## src/rtl/draw_lives_if.sv

```systemverilog
// draw_lives_if: pixel stream bundle (counters, sync/blank strobes, colour)
interface draw_lives_if;
   logic [10:0] hcount;
   logic [10:0] vcount;
   logic        hsync;
   logic        vsync;
   logic        hblnk;
   logic        vblnk;
   logic [11:0] rgb;
   modport master (output hcount, vcount, hsync, vsync, hblnk, vblnk, rgb);
   modport slave  (input  hcount, vcount, hsync, vsync, hblnk, vblnk, rgb);
endinterface

```

## src/rtl/draw_lives.sv

```systemverilog
// draw_lives: overlays heart sprites for the remaining lives, blinking the last lost one
module draw_lives #(
   parameter int          XPOS         = 16,
   parameter int          YPOS         = 16,
   parameter int          SPACING      = 32,
   parameter int          MAX_LIVES    = 3,
   parameter int          BLINK_FRAMES = 64,
   parameter logic [11:0] TRANSPARENT  = 12'h000
) (
   input  logic         clk,
   input  logic         rst,
   draw_lives_if.slave  vin,
   draw_lives_if.master vout,
   input  logic [2:0]   lives_in,
   output logic [9:0]   rom_addr,
   input  logic [11:0]  rom_rgb
);
   typedef enum logic {IDLE, BLINK} state_t;
   typedef struct packed {
      logic [10:0] hc;
      logic [10:0] vc;
      logic        hs;
      logic        vs;
      logic        hb;
      logic        vb;
      logic [11:0] rgb;
   } pix_t;
   state_t      state, state_n;
   logic [2:0]  lives_disp, lives_n, lives_c;
   logic [7:0]  blink_cnt, cnt_n;
   logic        frame, vis;
   pix_t        s0, s1, s2, s3;
   logic        hit_c, hit1, hit2;
   logic [2:0]  slot_c, slot1, slot2;
   logic [9:0]  addr_c;
   logic signed [31:0] dx, dy;
   assign s0 = {vin.hcount, vin.vcount, vin.hsync, vin.vsync, vin.hblnk, vin.vblnk, vin.rgb};
   assign {vout.hcount, vout.vcount, vout.hsync, vout.vsync, vout.hblnk, vout.vblnk, vout.rgb} = s3;
   assign lives_c = (lives_in > 3'(MAX_LIVES)) ? 3'(MAX_LIVES) : lives_in;
   assign frame = vin.vblnk & ~s1.vb;
   assign vis = (slot2 < lives_disp) || (state == BLINK && slot2 == lives_disp && blink_cnt[3]);
   // locate the heart slot under the incoming pixel; slots never overlap since the pitch exceeds the width
   always_comb begin
      hit_c = 1'b0;
      slot_c = 3'd0;
      addr_c = 10'd0;
      dx = 32'sd0;
      dy = 32'(signed'({21'd0, vin.vcount})) - YPOS;
      for (int k = 0; k < MAX_LIVES; k++) begin
         dx = 32'(signed'({21'd0, vin.hcount})) - XPOS - k * SPACING;
         if (dx >= 0 && dx < 29 && dy >= 0 && dy < 31) begin
            hit_c = 1'b1;
            slot_c = 3'(k);
            addr_c = {dy[4:0], dx[4:0]};
         end
      end
   end
   // lives / blink state advances only on the rising edge of vertical blanking
   always_comb begin
      state_n = state;
      lives_n = lives_disp;
      cnt_n = blink_cnt;
      if (frame) begin
         if (lives_c < lives_disp) begin
            lives_n = lives_c;
            cnt_n = 8'(BLINK_FRAMES);
            state_n = BLINK;
         end else if (state == IDLE || lives_c > lives_disp) begin
            lives_n = lives_c;
            state_n = IDLE;
         end else begin
            cnt_n = blink_cnt - 8'd1;
            state_n = (blink_cnt == 8'd1) ? IDLE : BLINK;
         end
      end
   end
   // FSM and displayed-lives registers
   always_ff @(posedge clk or posedge rst) begin
      if (rst) begin
         state <= IDLE;
         lives_disp <= 3'(MAX_LIVES);
         blink_cnt <= 8'd0;
      end else begin
         state <= state_n;
         lives_disp <= lives_n;
         blink_cnt <= cnt_n;
      end
   end
   // three-stage pixel pipeline: address, ROM wait, colour select
   always_ff @(posedge clk or posedge rst) begin
      if (rst) begin
         rom_addr <= 10'd0;
         hit1 <= 1'b0;
         hit2 <= 1'b0;
         slot1 <= 3'd0;
         slot2 <= 3'd0;
         s1 <= '0;
         s2 <= '0;
         s3 <= '0;
      end else begin
         rom_addr <= addr_c;
         hit1 <= hit_c;
         slot1 <= slot_c;
         s1 <= s0;
         hit2 <= hit1;
         slot2 <= slot1;
         s2 <= s1;
         s3 <= s2;
         s3.rgb <= (hit2 && vis && rom_rgb != TRANSPARENT) ? rom_rgb : s2.rgb;
      end
   end
endmodule

```

## src/flat_wrapper.sv

```systemverilog
// flat-port wrapper written by rule: the top's interface ports become plain ports
module draw_lives_flat 
#(
   parameter int          XPOS         = 16,
   parameter int          YPOS         = 16,
   parameter int          SPACING      = 32,
   parameter int          MAX_LIVES    = 3,
   parameter int          BLINK_FRAMES = 64,
   parameter logic [11:0] TRANSPARENT  = 12'h000
)
  (clk, rst, lives_in, rom_addr, rom_rgb, vin_hcount, vin_vcount, vin_hsync, vin_vsync, vin_hblnk, vin_vblnk, vin_rgb, vout_hcount, vout_vcount, vout_hsync, vout_vsync, vout_hblnk, vout_vblnk, vout_rgb);
  draw_lives_if vin_i ();
  draw_lives_if vout_i ();
  input  logic clk;
  input  logic rst;
  input  logic [2:0] lives_in;
  output logic [9:0] rom_addr;
  input  logic [11:0] rom_rgb;
  input wire logic [$bits(vin_i.hcount)-1:0] vin_hcount;
  input wire logic [$bits(vin_i.vcount)-1:0] vin_vcount;
  input wire logic [$bits(vin_i.hsync)-1:0] vin_hsync;
  input wire logic [$bits(vin_i.vsync)-1:0] vin_vsync;
  input wire logic [$bits(vin_i.hblnk)-1:0] vin_hblnk;
  input wire logic [$bits(vin_i.vblnk)-1:0] vin_vblnk;
  input wire logic [$bits(vin_i.rgb)-1:0] vin_rgb;
  output wire logic [$bits(vout_i.hcount)-1:0] vout_hcount;
  output wire logic [$bits(vout_i.vcount)-1:0] vout_vcount;
  output wire logic [$bits(vout_i.hsync)-1:0] vout_hsync;
  output wire logic [$bits(vout_i.vsync)-1:0] vout_vsync;
  output wire logic [$bits(vout_i.hblnk)-1:0] vout_hblnk;
  output wire logic [$bits(vout_i.vblnk)-1:0] vout_vblnk;
  output wire logic [$bits(vout_i.rgb)-1:0] vout_rgb;
  assign vin_i.hcount = vin_hcount;
  assign vin_i.vcount = vin_vcount;
  assign vin_i.hsync = vin_hsync;
  assign vin_i.vsync = vin_vsync;
  assign vin_i.hblnk = vin_hblnk;
  assign vin_i.vblnk = vin_vblnk;
  assign vin_i.rgb = vin_rgb;
  assign vout_hcount = vout_i.hcount;
  assign vout_vcount = vout_i.vcount;
  assign vout_hsync = vout_i.hsync;
  assign vout_vsync = vout_i.vsync;
  assign vout_hblnk = vout_i.hblnk;
  assign vout_vblnk = vout_i.vblnk;
  assign vout_rgb = vout_i.rgb;
  draw_lives #(.XPOS(XPOS), .YPOS(YPOS), .SPACING(SPACING), .MAX_LIVES(MAX_LIVES), .BLINK_FRAMES(BLINK_FRAMES), .TRANSPARENT(TRANSPARENT)) u_core (.clk(clk), .rst(rst), .vin(vin_i), .vout(vout_i), .lives_in(lives_in), .rom_addr(rom_addr), .rom_rgb(rom_rgb));
endmodule
```

## config.mk

```make
export PLATFORM = sky130hd
export DESIGN_NAME = draw_lives_flat
export DESIGN_NICKNAME = d
export VERILOG_FILES = /design/src/rtl/draw_lives_if.sv /design/src/rtl/draw_lives.sv /design/src/flat_wrapper.sv
export SDC_FILE = /design/constraint.sdc
export NUM_CORES = 1
export LEC_CHECK = 0
export CAP_MARGIN = 15
export CORE_UTILIZATION = 32
export CTS_CLUSTER_DIAMETER = 120
export DETAILED_ROUTE_END_ITERATION = 6
export SLEW_MARGIN = 10
export SYNTH_ARGS = -nofsm -noshare
export SYNTH_HDL_FRONTEND = slang
export SYNTH_SLANG_ARGS = --single-unit
export TNS_END_PERCENT = 100
```

## constraint.sdc

```tcl
create_clock -name clk -period 5.45 [get_ports clk]
set_clock_uncertainty 0.1 [all_clocks]
set_input_delay 1.3625 -clock clk [delete_from_list [all_inputs] [get_ports clk]]
set_output_delay 1.3625 -clock clk [all_outputs]
set_load 0.01 [all_outputs]
```

Word level (Yosys, flattened, before mapping)
Cells that the tools add are included.
Operators by class
  equality and inequality tests: 3
  multiply operators: 0
  div/mod/pow operators: 0
  reduce and logical (&&, ||, !) cells: 19
  shift operators: 0
  bitwise operators: 3
  order comparisons: 12
  mux-type cells: 17
  add/sub/neg operators: 5
Operator list (number)
  greater-or-equal comparator 32 x 1 -> 1 bit, second input constant: 4
  less-than comparator 32 x 6 -> 1 bit, second input constant: 4
  subtractor 32 x 7 -> 32 bit, second input constant: 1
  subtractor 32 x 8 -> 32 bit, second input constant: 1
  2-to-1 mux 10 bit: 3
  subtractor 11 x 5 -> 12 bit, second input constant: 2
  2-to-1 mux 8 bit: 2
  logical AND 1 bit: 13
  2-to-1 mux 12 bit: 1
  nonzero test 12 bit: 1
  2-to-1 mux 3 bit: 3
  == test 8 x 1 -> 1 bit, second input constant: 1
  subtractor 8 x 1 -> 8 bit, second input constant: 1
  2-to-1 mux 1 bit: 7
  AND reduction 2 bit: 2
  == test 2 x 3 -> 1 bit: 1
  > comparator 3 x 2 -> 1 bit, second input constant: 1
  > comparator 3 bit: 1
  less-than comparator 2 x 3 -> 1 bit: 1
  less-than comparator 3 bit: 1
  logical OR 1 bit: 2
  2-to-1 mux 2 bit: 1
  != test 2 x 1 -> 1 bit, second input constant: 1
  NOT 1 bit: 2
  other kinds (2): 2
Storage, ports and cells
  latch bits: 0
  ROM bits: 0
  register bits after elaboration: 142
  output and inout bits: 48
  RAM bits: 0
  word-level logic and storage cells: 88
  input bits: 55
  memories: 0

Depth between registers and ports, before layout
Gate-level depths: netlist of the first run.
  depth in word-level cells: 8
  depth in mapped cells: 17
  depth with buffers taken out: 15

Worst setup path before layout of the first run
Ideal clock, no wire load.
  path kind: in2reg
  start: in vin_hcount[4]
  end: reg u_core.rom_addr[4]
  data arrival time: 4.378 ns
  cell stages on the path: 16
  data required time: 5.284 ns
  setup time: 0.066 ns
  path slack: 0.906 ns
  cells stage by stage: inv_1 > ha_1 > buf_2 > or4_1 > buf_2 > a211o_1 > inv_1 > nand2_1 > ha_1 > nor4bb_1 > nand3_1 > a221o_1 > nor4_1 > a32o_2 > buf_6 > and2_1
On the way
  cells in the longest elaborated chain, start to end: 8
  elaborated cells on any way between the ends: 21
  classes of those cells: add/sub: 3; order compare: 6; mux: 3; reduce/logical: 9
Ends and longest elaborated chain
  start: declaration: line flat_wrapper.sv:19  | input wire logic [$bits(vin_i.hcount)-1:0] vin_hcount;
  subtractor 11 x 5 -> 12 bit *: line draw_lives.sv:50  | dx = 32'(signed'({21'd0, vin.hcount})) - XPOS - k * SPACING;
  subtractor 32 x 7 -> 32 bit (tied with other cells): line draw_lives.sv:50
  greater-or-equal comparator 32 x 1 -> 1 bit (tied with other cells): line draw_lives.sv:51  | if (dx >= 0 && dx < 29 && dy >= 0 && dy < 31) begin
  logical AND 1 bit (2 in series): line draw_lives.sv:51
  logical AND 1 bit or 2-to-1 mux 10 bit (tied branches): line draw_lives.sv:51
  2-to-1 mux 10 bit: line draw_lives.sv:51
  2-to-1 mux 10 bit *: line draw_lives.sv:51
  net u_core.addr_c[4]: line draw_lives.sv:35  | logic [9:0] addr_c;
  end signal: assignment: line draw_lives.sv:101  | rom_addr <= addr_c;
  end: declaration: line draw_lives.sv:15  | output logic [9:0] rom_addr,
The timed path passes the listed nets; every way through them passes the cells marked *.
A chain may end at the register's enable or synchronous reset.

Worst setup path in the final report of the first run
  start: in vin_hcount[4]
  end: reg u_core.rom_addr[9]
The elaborated chain is that of the path after synthesis.

==> qor.csv, run 1 <==
metric,value,unit
hold path depth,0,
Critical path origin,vin_hcount[4],
Cell variety after synth,60,
slew margin rel.,0.438,
Mapped Area,0.00517,mm2
Max-Cap Viols,0,
static leakage,3.05,nW
Synth area leader,dfrtp_1,
via count,3234,
Rows,46,
RR Endpoint,u_core.blink_cnt[4],
#FFs+latches synth,142,
postcts setup bufs,0,
Synth Instances,365,
TritonCTS Sinks,142,
Fill cells,1440,
ys async rst share,1.00,
CP arrival,5210,ps
worst skew pair latency,410,ps
CTS tree,yes,
largest net degree at the start of global routing,100,
"Net count, final",569,
"Hold-fix buffers, CTS",0,
RR Startpoint,u_core.lives_disp[1],
buffer levels on the longest clock path,2,
Core Area,0.0158,mm2
Final Power,2.50,mW
Synth top area share,0.678,
top-count cell post-synth,dfrtp_1,
CP cell instances,clkdlybuf4s50_1 -> inv_1 -> ha_1 -> or4_1 -> a211o_1 -> inv_1 -> nand2_1 -> ha_1 -> nor4bb_1 -> nand3_1 -> a221o_1 -> nor4_1 -> a32o_2 -> and2_1,
RSZ-0062 raised after global routing,false,
total CTS buffers,17,
Main synth FF type,dfrtp_1,
worst slack at placement,150,ps
DR vias/cell,4.50,
IO Port Bufs,102,
post-DP HPWL,7.39,mm
global-route wire length before repair,16.9,mm
DR pass1 iterations,4,
top cells by instance count after synthesis,"140 x dfrtp_1, 25 x ha_1, 17 x inv_1, 16 x nor2_1, 14 x nand2_1",
Hold Path Sink,u_core.vout.vcount[2],
Worst EP required,5710,ps
io pins,103,
Final min period,4950,ps
post-cts resize count,0,
synth top area cells,"dfrtp_1 68%, ha_1 6.1%, mux2_2 2.8%",
HP Start,u_core.s2[18],
worst-path fanout max,11,
clock slew at the register clock pins of the worst setup and hold paths,60,ps
die span in y,129,um
remaining antenna violation count after routing,0,
global placement routability congestion,0.850,
initial core utilization,0.327,
slack of the critical path,496,ps
DRC Markers,0,
Ys Warns,0,
clock root buffer,clkbuf_16,
P_int,1.91,mW
Area Overhead vs Synth,36.8,%
Max VDD drop,0.213,mV
setup TNS,0,ps
H-tree Lvls,4,
post-synthesis sequential area ratio,0.688,
status,"complete, no violations",
die width,129,um
r2r setup slk,2900,ps
Achievable Freq,202,MHz
wire per inst,14.4,um
Antenna diodes,0,
Net Sw Frac,0.238,
syn avg cell area,14.2,um2
vias in the first global route,3422,
number of DRC markers in iteration 0,176,
Synthesized Nets,445,
share of cells above drive strength 1,0.137,
Max Slew Vio Count,0,
total wire length,10.3,mm
CP endpoint kind,flop,
final worst-path cycle share,0.909,
Seq pwr share,0.463,
slew of the pin with the lowest slew margin,843,ps
critical path type,input port to flop,
Psw,0.595,mW
Final setup viols,0,
"EDFF count, synth",0,
Overall Global Routing Usage,0.137,
"Slowest-stage cell, CP",clkdlybuf4s50_1,
max incr delay on CP,520,ps
Startpoint Class,input port,
Final Util,0.447,
clock network power share,0.436,
pwr/cell area,354,mW/mm2
Die ar.,0.0167,mm2
worst-case reg-to-reg path depth,8,
HP Class,flop to flop,
final hold vios,0,
Logic pwr share,0.101,
initial antenna violation count,0,
total gr overflow,0,
-- sequential cells by signal, summed over array words and instances, names as in the netlist, 2 cells and up --
| name | cells |
|---|---|
| u_core.vout.rgb | 12 |
| u_core.s2 | 38 |
| u_core.vout.hcount | 11 |
| u_core.lives_disp | 3 |
| u_core.slot2 | 2 |
| u_core.s1 | 38 |
| u_core.slot1 | 2 |
| u_core.blink_cnt | 8 |
| u_core.rom_addr | 10 |
| u_core.vout.vcount | 11 |
-- metal layers --
layer,global-route usage,share of wire,vias up
met5,0,0,-
met1,0.166,0.44,1587
met4,0.0796,0.028,0
met3,0.0372,0.046,22
met2,0.220,0.48,101
li1,-,-,1524
-- worst max-delay path, delay by kind of cell --
kind,cells,cell delay [ps]
AND/OR/NAND/NOR,6,1570
buffers and inverters,3,720
adder cells (fa/ha/maj),2,560
AO/OA/AOI/OAI,3,990
-- power groups by stage --
stage          Sequential (mW)  Combinational, mW  Clock, mW
6_report                  1.16              0.253       1.09
5_1_grt                   1.17              0.284       1.17
4_1_cts                   1.16              0.256       1.12
3_5_place_dp              1.18              0.254          0
3_3_place_gp              1.17              0.249          0
2_1_floorplan             1.18              0.130          0
-- cell type report --
class / instances / area (um2) / share of cell area
Sequential cell: 142 / 3560 / 0.503
Multi-Input combinational cell: 197 / 1490 / 0.211
Timing Repair Buffer: 114 / 1110 / 0.157
Clock buffer: 21 / 460 / 0.0651
Tap cell: 216 / 270 / 0.0382
Clock inverter: 11 / 109 / 0.0154
Inverter: 17 / 68.8 / 0.00973
-- layout by cell type, fill, tap and decap left out, types with 4 or more instances in the layout --
cell | synthesis | layout
o211ai_1 | 4 | 4
dfrtp_1 | 140 | 140
nand4_1 | 5 | 5
o21ai_0 | 11 | 11
xor2_1 | 4 | 4
nand2b_1 | 6 | 6
clkdlybuf4s50_1 | 0 | 102
buf_4 | 0 | 12
nor2b_1 | 8 | 8
nor2_1 | 16 | 16
inv_1 | 17 | 16
clkbuf_16 | 0 | 17
a211o_1 | 5 | 5
nor4_1 | 6 | 6
and2_1 | 12 | 12
mux2_2 | 13 | 13
or3_1 | 4 | 4
ha_1 | 25 | 25
nand4b_1 | 5 | 5
nand3_1 | 11 | 11
nand2_1 | 14 | 14
-- how the worst max path moves through the flow --
| stage | endpoint | slack [ps] | depth (start not counted) |
|---|---|---|---|
| 2_1_floorplan | u_core.blink_cnt[0] | 180 | 1 |
| 3_3_place_gp | u_core.rom_addr[4] | 270 | 14 |
| 3_5_place_dp | u_core.rom_addr[1] | 150 | 15 |
| 4_1_cts | u_core.rom_addr[9] | 570 | 15 |
| 5_1_grt | u_core.rom_addr[6] | 310 | 15 |
| 6_report | u_core.rom_addr[9] | 500 | 14 |
-- metrics by stage --
| stage | instances | area (um2) | hold WS, ps |
|---|---|---|---|
| after floorplan | 365 | 5170 | 231 |
| after global routing | 718 | 7070 | 250 |
| after detailed placement | 686 | 6500 | 235 |
| after global placement | 686 | 6500 | 232 |
| after CTS | 718 | 7070 | 247 |
| final | 718 | 7070 | 246 |
-- cells by family after synthesis --
family,synth area share
mux,0.0303
xor+xnor,0.0119
buf+inv,0.0230
flops,0.688
other cells,0.000726
fa+ha+maj,0.0605
simple gates,0.127
compound gates,0.0586
Note: power is estimated with default switching activity, not from simulation.
==> run 2, diff against run 1 <==
--- a/config.mk
+++ b/config.mk
@@ -6,6 +6,7 @@
 export NUM_CORES = 1
 export LEC_CHECK = 0
 export CAP_MARGIN = 15
+export CORE_ASPECT_RATIO = 1.25
 export CORE_UTILIZATION = 32
 export CTS_CLUSTER_DIAMETER = 120
 export DETAILED_ROUTE_END_ITERATION = 6
==> run 2 against run 1 <==
  * Cell count fell by 0.84%
  * Global-route usage rose by 0.47 points
  * Setup slack improved by 78 ps
  * Flip-flop and latch count is the same
  * Hold slack got worse by 2.9 ps
==> qor.csv, run 2 (synthesis results as in run 1) <==
metric,value,unit,change
status,"complete, no violations",,
DRC Markers,0,,unchanged
share of cells above drive strength 1,0.138,,+0.000550
"Hold-fix buffers, CTS",0,,unchanged
global-route wire length before repair,17.2,mm,+2.1%
"commonest cells after routing, fill and taps aside","140 x dfrtp_1, 102 x clkdlybuf4s50_1, 25 x ha_1",,
via count,3211,,-0.71%
global placement routability congestion,0.815,,-4.1%
number of DRC markers in iteration 0,136,,-23%
largest net degree at the start of global routing,124,,+24%
RR Endpoint,u_core.blink_cnt[4],,
Max Slew Vio Count,0,,unchanged
total gr overflow,0,,unchanged
CP endpoint kind,flop,,
hold path depth,0,,unchanged
Psw,0.612,mW,+2.8%
Area Overhead vs Synth,38.0,%,
slew margin rel.,0.614,,+0.176
initial antenna violation count,0,,unchanged
Startpoint Class,input port,,
"Net count, final",567,,-0.35%
die width,116,um,-10%
Overall Global Routing Usage,0.141,,+0.00467
HP Class,flop to flop,,
Hold Path Sink,u_core.vout.vcount[1],,
final hold vios,0,,unchanged
Final min period,4880,ps,-78.5 ps
clock root buffer,clkbuf_16,,
GR Layer Usage met1,0.157,,-0.00904
GRT busiest layer,met2,,
total wire length,10.5,mm,+1.4%
post-DP HPWL,7.64,mm,+3.4%
io pins,103,,unchanged
setup TNS,0,ps,unchanged
wire per inst,14.7,um,+2.3%
met3 usage in global routing,0.0407,,+0.00349
postcts setup bufs,0,,unchanged
worst-path fanout max,11,,unchanged
Net Sw Frac,0.234,,-0.00421
static leakage,3.09,nW,+1.2%
clock network power share,0.460,,+0.024
biggest regs,"u_core.s1 x38, u_core.s2 x38, u_core.vout.rgb x12",,
DR pass1 iterations,4,,unchanged
die span in y,144,um,+12%
vias in the first global route,3436,,+0.41%
RSZ-0062 raised after global routing,false,,
H-tree Lvls,4,,unchanged
WHS,243,ps,-2.91 ps
TritonCTS Sinks,142,,unchanged
Max VDD drop,0.140,mV,-34%
P_int,2.01,mW,+5.2%
critical path type,input port to flop,,
Worst EP required,5700,ps,about the same
GR Util met2,0.244,,+0.0233
"commonest non-fill, non-tap cell in the layout",dfrtp_1,,
pwr/cell area,367,mW/mm2,+3.8%
Max-Cap Viols,0,,unchanged
post-cts resize count,0,,unchanged
CTS tree,yes,,
total CTS buffers,17,,unchanged
Seq pwr share,0.443,,-0.020
r2r setup slk,2860,ps,-40 ps
HP Start,u_core.s2[17],,
Core Area,0.0157,mm2,-0.82%
Die ar.,0.0167,mm2,about the same
remaining antenna violation count after routing,0,,unchanged
final worst-path cycle share,0.895,,-0.0144
Achievable Freq,205,MHz,+1.6%
worst-case reg-to-reg path depth,8,,unchanged
Rows,51,,+11%
initial core utilization,0.329,,+0.00271
clock slew at the register clock pins of the worst setup and hold paths,60,ps,about the same
DR vias/cell,4.51,,+0.13%
worst skew pair latency,410,ps,about the same
Final setup viols,0,,unchanged
Logic pwr share,0.097,,-0.004
IO Port Bufs,102,,unchanged
buffer levels on the longest clock path,2,,unchanged
Antenna diodes,0,,unchanged
CP arrival,5130,ps,-80 ps
RR Startpoint,u_core.lives_disp[1],,
slew of the pin with the lowest slew margin,575,ps,-268 ps
run 2: changes by cell type in the layout (fill, tap and decap cells not counted):
| cell | before | now |
|---|---|---|
| buf_16 | 0 | 1 |
| buf_4 | 12 | 9 |
| bufinv_16 | 1 | 3 |
| clkbuf_1 | 2 | 0 |
| clkinv_2 | 2 | 1 |
| clkinv_4 | 2 | 3 |
| clkinvlp_4 | 3 | 1 |
| inv_6 | 3 | 4 |
| inv_8 | 1 | 2 |
run 2: worst max path at each step:
stage / startpoint / cells past startpoint / end / slack (ps)
after CTS: vin_hcount[4] / 16 / u_core.rom_addr[1] / 590
after floorplan: rst / 1 / u_core.blink_cnt[0] / 180
final: vin_hcount[4] / 16 / u_core.rom_addr[1] / 570
after global placement: vin_hcount[4] / 14 / u_core.rom_addr[4] / 260
after global routing: vin_hcount[4] / 16 / u_core.rom_addr[8] / 230
after detailed placement: vin_hcount[4] / 16 / u_core.rom_addr[1] / 170
run 2: worst max-delay path: stages:
cell and delay, ps:
clkdlybuf4s50_1 470, inv_1 70, ha_1 250, buf_4 170, o21ba_2 260, o211ai_1 190, a211o_1 340, inv_1 100
nand2_1 60, ha_1 290, nor4bb_1 280, nand3_1 130, a221o_1 270, nor4_1 320, a32o_2 380, and2_1 170
run 2: power by group through the flow:
stage | clock, mW | combinational (mW) | sequential, mW
floorplan | 0 | 0.130 | 1.18
global placement | 0 | 0.247 | 1.17
detailed placement | 0 | 0.255 | 1.18
CTS | 1.24 | 0.257 | 1.16
global route | 1.29 | 0.286 | 1.17
finish | 1.21 | 0.254 | 1.16
run 2: through the flow:
stage | setup slack, ps | util | instances | cell area (um2) | total power, mW
final | 575 | 0.454 | 712 | 7130 | 2.62
after global routing | 232 | 0.454 | 712 | 7130 | 2.74
after CTS | 586 | 0.452 | 711 | 7100 | 2.65
after detailed placement | 174 | 0.412 | 679 | 6470 | 1.43
after global placement | 264 | 0.412 | 679 | 6470 | 1.42
after floorplan | 181 | - | 365 | 5170 | 1.31
run 2: routing by layer:
| metal | wire length, um | up-vias | part of all wire |
|---|---|---|---|
| met1 | 4030 | 1575 | 0.38 |
| met3 | 492 | 26 | 0.047 |
| met5 | 0 | - | 0 |
| li1 | - | 1525 | - |
| met4 | 248 | 0 | 0.024 |
| met2 | 5710 | 85 | 0.54 |
run 2: cell type report:
class                           count  area, um2
Fill cell                        1479       8570
Sequential cell                   142       3560
Multi-Input combinational cell    197       1490
Timing Repair Buffer              112       1120
Clock buffer                       19        453
Tap cell                          212        265
Clock inverter                     13        178
Inverter                           17       68.8
